### src/rtl/joy_serial_pkg.sv
// Shared definitions for the 24-slot joystick serial chain.
// Contents:
//   NBITS / CNT_W  - slots per frame and width of the shift counter
//   joy_state_e    - FSM encodings IDLE/LOAD/SHIFT/DRAINED
//   SLOT_P2        - bit s set when slot s carries a player-2 input
//   SLOT_IDX       - 4-bit joystick bit index per slot, slot 0 in the LSBs
//   slot_vector()  - packs joy1/joy2 into chain order, slot 0 at bit 0
package joy_serial_pkg;

    localparam int NBITS = 24;
    localparam int CNT_W = 5;

    typedef enum logic [1:0] {
        ST_IDLE    = 2'd0,
        ST_LOAD    = 2'd1,
        ST_SHIFT   = 2'd2,
        ST_DRAINED = 2'd3
    } joy_state_e;

    // Slots 0-7 are player 1, 8-15 player 2, 16-19 player 2 extras,
    // 20-23 player 1 extras.
    localparam logic [NBITS-1:0] SLOT_P2 = 24'h0F_FF00;

    // Per slot, MSB nibble = slot 23:
    //   start,fire3,fire2,fire1,right,left,down,up = 8,6,5,4,3,2,1,0
    //   select,test/service,coin,fire4            = 10,11,9,7
    localparam logic [NBITS*4-1:0] SLOT_IDX = 96'h79BA_79BA_0123_4568_0123_4568;

    function automatic logic [NBITS-1:0] slot_vector(input logic [11:0] j1,
                                                      input logic [11:0] j2);
        logic [NBITS-1:0] v;
        logic [3:0]       idx;
        v = '1;
        for (int s = 0; s < NBITS; s++) begin
            idx  = SLOT_IDX[s*4 +: 4];
            v[s] = SLOT_P2[s] ? j2[idx] : j1[idx];
        end
        return v;
    endfunction

endpackage

### src/rtl/joy_sync_edge.sv
// Multi-flop synchronizer for an asynchronous master pin, plus a rise
// detector on the synchronized level.
// Ports:
//   clk, rst_n - system clock, async active-low reset
//   din        - asynchronous input pin
//   level      - synchronized level (STAGES flops after the pin)
//   rise       - one-clk pulse when level goes 0 -> 1
module joy_sync_edge #(
    parameter int   STAGES  = 2,
    parameter logic RST_VAL = 1'b1
) (
    input  logic clk,
    input  logic rst_n,
    input  logic din,
    output logic level,
    output logic rise
);

    logic [STAGES-1:0] sync_q, sync_d;
    logic              prev_q, prev_d;

    always_comb begin
        sync_d = {sync_q[STAGES-2:0], din};
        prev_d = sync_q[STAGES-1];
    end

    always_ff @(posedge clk or negedge rst_n) begin
        if (!rst_n) begin
            sync_q <= {STAGES{RST_VAL}};
            prev_q <= RST_VAL;
        end else begin
            sync_q <= sync_d;
            prev_q <= prev_d;
        end
    end

    assign level = sync_q[STAGES-1];
    assign rise  = sync_q[STAGES-1] & ~prev_q;

endmodule

### src/rtl/joy_serializer.sv
// Slave-side emulation of a 24-bit 74HC165-style joystick chain.
// While joy_load is low the chain transparently captures joy1/joy2; with
// joy_load high each rising joy_clk shifts one slot toward joy_data.
// Ports:
//   clk          - system clock, > 8x joy_clk
//   clock_locked - async active-low reset
//   joy_clk      - master shift clock (async)
//   joy_load     - master active-low parallel load (async)
//   joy_data     - serial data to master, registered
//   joy1, joy2   - active-low player vectors
//   shift_count  - shifts since last load, saturates at NBITS
//   frame_done   - one-clk pulse on reaching NBITS shifts
module joy_serializer
    import joy_serial_pkg::*;
#(
    parameter int   SYNC_STAGES = 2,   // must be >= 2
    parameter logic SER_FILL    = 1'b1
) (
    input  logic             clk,
    input  logic             clock_locked,
    input  logic             joy_clk,
    input  logic             joy_load,
    output logic             joy_data,
    input  logic [11:0]      joy1,
    input  logic [11:0]      joy2,
    output logic [CNT_W-1:0] shift_count,
    output logic             frame_done
);

    logic clk_lvl, clk_rise;
    logic load_lvl, load_rise;

    joy_sync_edge #(.STAGES(SYNC_STAGES), .RST_VAL(1'b1)) u_sync_clk (
        .clk   (clk),
        .rst_n (clock_locked),
        .din   (joy_clk),
        .level (clk_lvl),
        .rise  (clk_rise)
    );

    joy_sync_edge #(.STAGES(SYNC_STAGES), .RST_VAL(1'b1)) u_sync_load (
        .clk   (clk),
        .rst_n (clock_locked),
        .din   (joy_load),
        .level (load_lvl),
        .rise  (load_rise)
    );

    joy_state_e       state_q, state_d;
    logic [NBITS-1:0] sr_q, sr_d;
    logic [CNT_W-1:0] cnt_q, cnt_d;
    logic             fd_q, fd_d;

    always_comb begin
        state_d = state_q;
        sr_d    = sr_q;
        cnt_d   = cnt_q;
        fd_d    = 1'b0;
        if (!load_lvl) begin
            // Level-transparent capture; also overrides a coincident clk_rise.
            state_d = ST_LOAD;
            sr_d    = slot_vector(joy1, joy2);
            cnt_d   = '0;
        end else begin
            case (state_q)
                ST_IDLE: state_d = ST_IDLE;
                ST_LOAD: if (load_rise) state_d = ST_SHIFT;
                ST_SHIFT: begin
                    if (clk_rise) begin
                        sr_d  = {SER_FILL, sr_q[NBITS-1:1]};
                        cnt_d = cnt_q + 1'b1;
                        if (cnt_q == CNT_W'(NBITS - 1)) begin
                            state_d = ST_DRAINED;
                            fd_d    = 1'b1;
                        end
                    end
                end
                ST_DRAINED: begin
                    // Keeps shifting so the master sees the cascade fill.
                    if (clk_rise) sr_d = {SER_FILL, sr_q[NBITS-1:1]};
                end
                default: state_d = ST_IDLE;
            endcase
        end
    end

    always_ff @(posedge clk or negedge clock_locked) begin
        if (!clock_locked) begin
            state_q <= ST_IDLE;
            sr_q    <= '1;
            cnt_q   <= '0;
            fd_q    <= 1'b0;
        end else begin
            state_q <= state_d;
            sr_q    <= sr_d;
            cnt_q   <= cnt_d;
            fd_q    <= fd_d;
        end
    end

    // joy_data lags the pin edge by SYNC_STAGES+1 clks, giving master hold time.
    assign joy_data    = sr_q[0];
    assign shift_count = cnt_q;
    assign frame_done  = fd_q;

    // clk_lvl is only needed inside the edge detector.
    logic unused_ok;
    assign unused_ok = clk_lvl;

endmodule

### config.mk
export PLATFORM = sky130hd
export DESIGN_NAME = joy_serializer
export DESIGN_NICKNAME = d
export VERILOG_FILES = /design/src/rtl/joy_serial_pkg.sv /design/src/rtl/joy_sync_edge.sv /design/src/rtl/joy_serializer.sv
export SDC_FILE = /design/constraint.sdc
export NUM_CORES = 1
export LEC_CHECK = 0
export ABC_AREA = 1
export BUFFER_PORTS_ARGS = -buffer_cell sky130_fd_sc_hd__buf_2
export CAP_MARGIN = 10
export CORE_MARGIN = 5
export CORE_UTILIZATION = 25
export CTS_CLUSTER_SIZE = 10
export DETAILED_ROUTE_END_ITERATION = 16
export PLACE_DENSITY = 0.46
export SYNTH_ARGS = -nofsm -noshare
export SYNTH_HDL_FRONTEND = slang
export SYNTH_SLANG_ARGS = --single-unit
### constraint.sdc
create_clock -name clk -period 4.2 [get_ports clk]
set_input_delay 0.42 -clock clk [delete_from_list [all_inputs] [get_ports clk]]
set_output_delay 0.42 -clock clk [all_outputs]
set_load 0.03 [all_outputs]
==> results of run 1 <==
[cells in the mapped netlist]
cell / number / area [um2]
a21oi_1: 3 / 15.01
o21ai_1: 6 / 30.03
nand2_1: 45 / 168.9
ha_1: 5 / 62.56
clkbuf_1: 1 / 3.750
nand3_1: 9 / 45.04
buf_4: 1 / 7.510
inv_1: 13 / 48.80
o21ai_0: 21 / 105.1
mux2i_1: 22 / 220.2
dfstp_2: 30 / 788.3
dfrtp_1: 8 / 200.2
buf_2: 3 / 15.01
buf_6: 4 / 45.04
nand4_1: 1 / 6.260
o21ai_2: 1 / 8.760
a31oi_1: 1 / 6.260
nor2_1: 8 / 30.03
nand2_2: 1 / 6.260
[where the power goes]
part           switching [uW]  internal, uW
clock                     126           132
sequential               78.2           563
combinational             160           116
total                     365           812
[per-layer routing]
layer | wire length [um] | GRT usage
met5 | 0 | 0
met4 | 48 | 0.02524
met3 | 139 | 0.02920
met2 | 1593 | 0.1236
met1 | 1711 | 0.1031
[critical path, delay by kind of cell, from the launching register on]
kind | cells | cell delay (ns)
compound gates | 2 | 0.33
buf+inv | 1 | 0.38
simple gates | 1 | 0.19
flops | 1 | 1.12
[final cells by class]
class,instances,area (um2)
sequential,38,988.4
fill,777,5041
clock buffer,7,86.33
timing repair buffer,35,177.7
tap,99,123.9
clock inverter,1,5.005
inverter,13,48.80
multi-input combinational,123,704.4
[worst min path at each step]
stage	startpoint	to	cells past startpoint
3_5_place_dp	u_sync_load.sync_q[0]	u_sync_load.sync_q[1]	0
3_3_place_gp	u_sync_load.sync_q[0]	u_sync_load.sync_q[1]	0
4_1_cts	joy_load	u_sync_load.sync_q[0]	1
5_1_grt	joy_load	u_sync_load.sync_q[0]	1
2_1_floorplan	clock_locked	frame_done	0
6_report	clock_locked	shift_count[4]	1
[state kept, by name, summed over array words and instances, names as in the netlist]
| name | count |
|---|---|
| u_sync_clk.prev_q | 1 |
| u_sync_load.prev_q | 1 |
| shift_count | 5 |
| sr_q | 24 |
| state_q | 2 |
| u_sync_load.sync_q | 2 |
| frame_done | 1 |
| u_sync_clk.sync_q | 2 |
[cell families (layout without fill, tap and decap cells)]
kind of cell             Yosys count  count (layout)  share of synthesized area
flip-flops                        38              38                     0.5452
buffers and inverters             22              56                    0.06625
AND/OR/NAND/NOR                   64              64                     0.1415
AO/OA/AOI/OAI                     32              32                    0.09110
multiplexers                      22              22                     0.1215
adder cells (fa/ha/maj)            5               5                    0.03451
[through the flow]
step | std cells | area [um2] | power, uW | setup slack [ns] | utilization
after floorplan | 183 | 1813 | 861.9 | 2.815 | -
after global placement | 308 | 2043 | 926.3 | 2.105 | 0.2847
after detailed placement | 308 | 2043 | 932.5 | 2.081 | 0.2847
after CTS | 316 | 2135 | 1202 | 2.057 | 0.2975
after global routing | 316 | 2135 | 1273 | 1.870 | 0.2975
final | 316 | 2135 | 1176 | 2.091 | 0.2975
==> qor.yml, run 1 <==
routed_via_density: 3.968
endpoint: "sr_q[19]"
synth_cells: 183
grt_pass1_vias: 1229
grt_usage: 0.07979
drt_wl_total_mm: 3.492
cts_buffers: 5
gp_congestion: 0.6980
syn_nets: 216
die_h_um: 95.16
yosysSeqAreaShare: 0.5452
vias: 1254
r2r_slack_ns: 2.09
reg2reg_depth: 4
fin_nets: 249
postRouteAntennaNets: 0
cts_sinks: 38
insertion_delay_ns: 0.28
ir_drop_mv: 0.1674
finalSetupViolCount: 0
status: "completed"
gr-total-overflow: 0
cts_root_buf: "clkbuf_8"
dp_hpwl_mm: 2.369
final_cell_mix: "nand2_1 (45), buf_2 (34), dfstp_2 (30)"
fin_crit_ns: 2.109
cp-end-kind: "flip-flop"
maxSlewViolCount: 0
drc: 0
cts_resized: 0
crit_start: "u_sync_load.sync_q[1]"
fp.dieArea_mm2: 0.009055
ys_warn_count: 0
wire_per_inst_um: 11.05
num_rows: 31
path_clk_slew_ns: 0.07
reg2reg_from: "u_sync_load.sync_q[1]"
holdBufCountCts: 0
grt_first_pass_wirelength_mm: 5.609
leakagePower_uw: 0.001026
skew_ns: 0.004376
initial_core_util: 0.2527
avgSynthCellArea_um2: 9.907
cts_setup_buffers: 0
startpoint_type: "flip-flop"
holdWs_ns: 0.2309
path_class: "reg2reg"
r2r_end: "sr_q[19]"
first_iter_violations: 42
relSlewSlack: 0.4140
port_buffers: 34
antenna_cells: 0
clockBufferDepth: 2
worstHoldPathType: "in2async"
cp_cell_sequence: "nand2_2 -> o21ai_2 -> buf_4 -> o21ai_0"
crit_path_max_incr_delay_ns: 1.12
drv_cap: 0
grt_max_degree: 48
hold_viol: 0
layout-drive-gt1-share: 0.3410
rsz0062_at_grt: "no"
antenna_found_initial: 0
required_ns: 4.40
h-tree-depth: 2
num_io_pins: 35
final_common_cell: "nand2_1"
synth_seq_cells: 38
p_per_area_mw_per_mm2: 551.1
finalSetupTns_ns: 0
crit_slowest_cell: "dfstp_2"
crit_arrival_ns: 2.30
core_area_mm2: 0.007176
tightestPinTransition_ns: 0.8790
fmax_mhz: 474.2
die_x_um: 95.16
cts_tree: "done"
synth_cell_types: 19
syn_to_final_growth_pct: 17.74
period_share: 0.5021
netlist_area_mm2: 0.001813
dr.pass1.iters: 4
crit_fanout: 47
No activity file was read; power rests on OpenSTA's default activity.
==> run 2, diff against run 1 <==
- ABC_AREA: 1 -> 0
- PLACE_DENSITY: 0.46 -> 0.48
- clock period: 4.2 -> 1.8 ns (I/O delays scaled with it)
==> run 2 against run 1 <==
Against the previous run: register-to-register slack lost 2.0 ns; synthesized area grew 6.4%; clock skew grew 0.0030 ns; non-clock buffer count grew 9; power grew 120%; first-iteration DRC count shrank 62%; maximum frequency grew 25%; clock power grew 130%; count of clock-buffer cells in the layout is the same; flip-flop and latch count is the same.
==> qor.yml, run 2 <==
path_class: "reg2reg"
vias: 1158
synth_edf_count: 0
core_area_mm2: 0.007607
final_cell_mix: "buf_2 (34), dfstp_2 (30), mux2_2 (27)"
cts_buffers: 5
crit_fanout: 24
worstHoldPathType: "in2reg"
holdWs_ns: 0.1095
drc: 0
required_ns: 2.02
ys_warn_count: 0
dr.pass1.iters: 2
gp_congestion: 0.7370
routed_via_density: 4.121
synth_cell_types: 30
drt_wl_total_mm: 3.692
layout-drive-gt1-share: 0.6927
synth_top_area_frac: 0.4086
startpoint_type: "flip-flop"
clockBufferDepth: 2
tightestPinTransition_ns: 0.4765
fill_cells: 787
fin_nets: 211
drv_cap: 0
status: "completed"
hold_viol: 0
syn_nets: 166
port_buffers: 34
whs_path_depth: 2
insertion_delay_ns: 0.29
avgSynthCellArea_um2: 14.51
synth_top_area_cell: "dfstp_2"
pre_cts_ws_ns: 0.07681
grt_usage: 0.08050
finalSetupTns_ns: 0
num_io_pins: 35
r2r_end: "sr_q[20]"
largest_register_ffs: 24
crit_arrival_ns: 1.92
grt_max_degree: 25
gr-total-overflow: 0
rsz0062_at_grt: "no"
min_delay_worst_endpoint: "sr_q[23]"
yosys-top-cells-count: "dfstp_2 (30), mux2_2 (27), mux2_4 (19), dfrtp_1 (8)"
syn_to_final_growth_pct: 23.09
die_h_um: 97.85
setup_slack_ns: 0.1071
cp-end-kind: "flip-flop"
fp.dieArea_mm2: 0.009575
num_rows: 32
maxSlewViolCount: 0
synth_cells: 133
antenna_cells: 0
cts_tree: "done"
postLayoutCoreUtil: 0.3122
die_x_um: 97.85
yosys_most_used_dff: "dfstp_2"
p_per_area_mw_per_mm2: 1093
leakagePower_uw: 0.001053
yosysSeqAreaShare: 0.5123
synth_seq_cells: 38
synthArstFlopShare: 1.000
relSlewSlack: 0.6823
final_common_cell: "buf_2"
min_from: "joy1[7]"
skew_ns: 0.007359
wire_per_inst_um: 13.14
dp_hpwl_mm: 2.651
postRouteAntennaNets: 0
ir_drop_mv: 0.3355
finalSetupViolCount: 0
period_share: 0.9405
first_iter_violations: 16
synth.most_common_cell: "dfstp_2"
r2r_slack_ns: 0.11
grt_pass1_vias: 1260
path_clk_slew_ns: 0.08
cts_sinks: 38
cts_resized: 0
fmax_mhz: 590.7
initial_core_util: 0.2536
reg2reg_depth: 6
cts_root_buf: "clkbuf_8"
yosys-top-cells-area: "dfstp_2 (41%), mux2_2 (16%), mux2_4 (15%), dfrtp_1 (10%), ha_1 (3.2%)"
netlist_area_mm2: 0.001929
reg2reg_from: "state_q[0]"
fin_crit_ns: 1.693
antenna_found_initial: 0
top_register: "sr_q"
grt_first_pass_wirelength_mm: 6.154
h-tree-depth: 2
==> run 2: cell types whose count changed in the layout (fill, tap and decap cells not counted), sizes merged, moves of 2 or more <==
cell / previous run / this run
mux2: 0 / 46
nand2: 46 / 3
o21ai: 28 / 2
mux2i: 22 / 0
inv: 13 / 4
buf: 35 / 41
nand3: 9 / 3
nor2: 8 / 2
dlygate4sd3: 0 / 3
a21o: 0 / 2
a21oi: 3 / 5
or3: 0 / 2
xor2: 0 / 2
==> run 2: timing repair <==
action	in CTS	in global routing
setup endpoints to repair	0	23
hold endpoints to repair	10	0
buffers inserted	0	1
hold buffers	3	0
==> run 2: worst max path at each step <==
stage                           from  endpoint  slack (ns)  cells after the start
after floorplan           state_q[0]   sr_q[0]        0.09                      7
after global placement    state_q[0]   sr_q[2]        0.13                      6
after global routing      state_q[0]  sr_q[20]        0.01                      6
after CTS                 state_q[0]  sr_q[20]        0.06                      6
after detailed placement  state_q[0]  sr_q[20]        0.08                      6
final                     state_q[0]  sr_q[20]        0.11                      6
==> run 2: layer usage <==
layer	part of all wire	global-route usage
met5	0	0
met2	0.43	0.1215
met3	0.061	0.02929
met4	0.015	0.03514
met1	0.49	0.1035
==> run 2: logic make-up after synthesis <==
| group | share of synthesized area |
|---|---|
| muxes | 0.3054 |
| xor gates and xnor gates | 0.009081 |
| and+or+nand+nor | 0.05578 |
| buffers and inverters | 0.03437 |
| adders and majority gates | 0.03243 |
| AOI/OAI and AO/OA | 0.05058 |
| DFF | 0.5123 |
==> run 2: cell type report <==
cell class	count	area, um2	share of cell area
repair buffers	44	277.8	0.1170
clock inverters	1	5.005	0.002107
flip-flops and latches	38	988.4	0.4162
well taps	102	127.6	0.05374
multi-input cells	85	874.6	0.3683
inverters	4	15.01	0.006322
clock buffers	7	86.33	0.03635
==> run 2: power breakdown <==
group	leakage (uW)	total [uW]	switching, uW	internal (uW)
Combinational	0.000581	710	270	440
Sequential	0.000424	1280	112	1170
Clock	0.0000482	607	298	309
Total	0.00105	2600	679	1920
==> run 2: worst max-delay path: stages, from the launching register on <==
cell and delay (ns):
dfrtp_1 0.40, buf_4 0.15, ha_1 0.18, or2_0 0.19, a21o_1 0.21, buf_12 0.18, mux2_4 0.31
==> run 2: through the flow <==
stage / cells / total power [uW] / instance area (um2)
floorplan: 133 / 1809 / 1929
global placement: 269 / 1986 / 2246
detailed placement: 269 / 1984 / 2246
CTS: 280 / 2632 / 2367
global route: 281 / 2764 / 2375
finish: 281 / 2595 / 2375
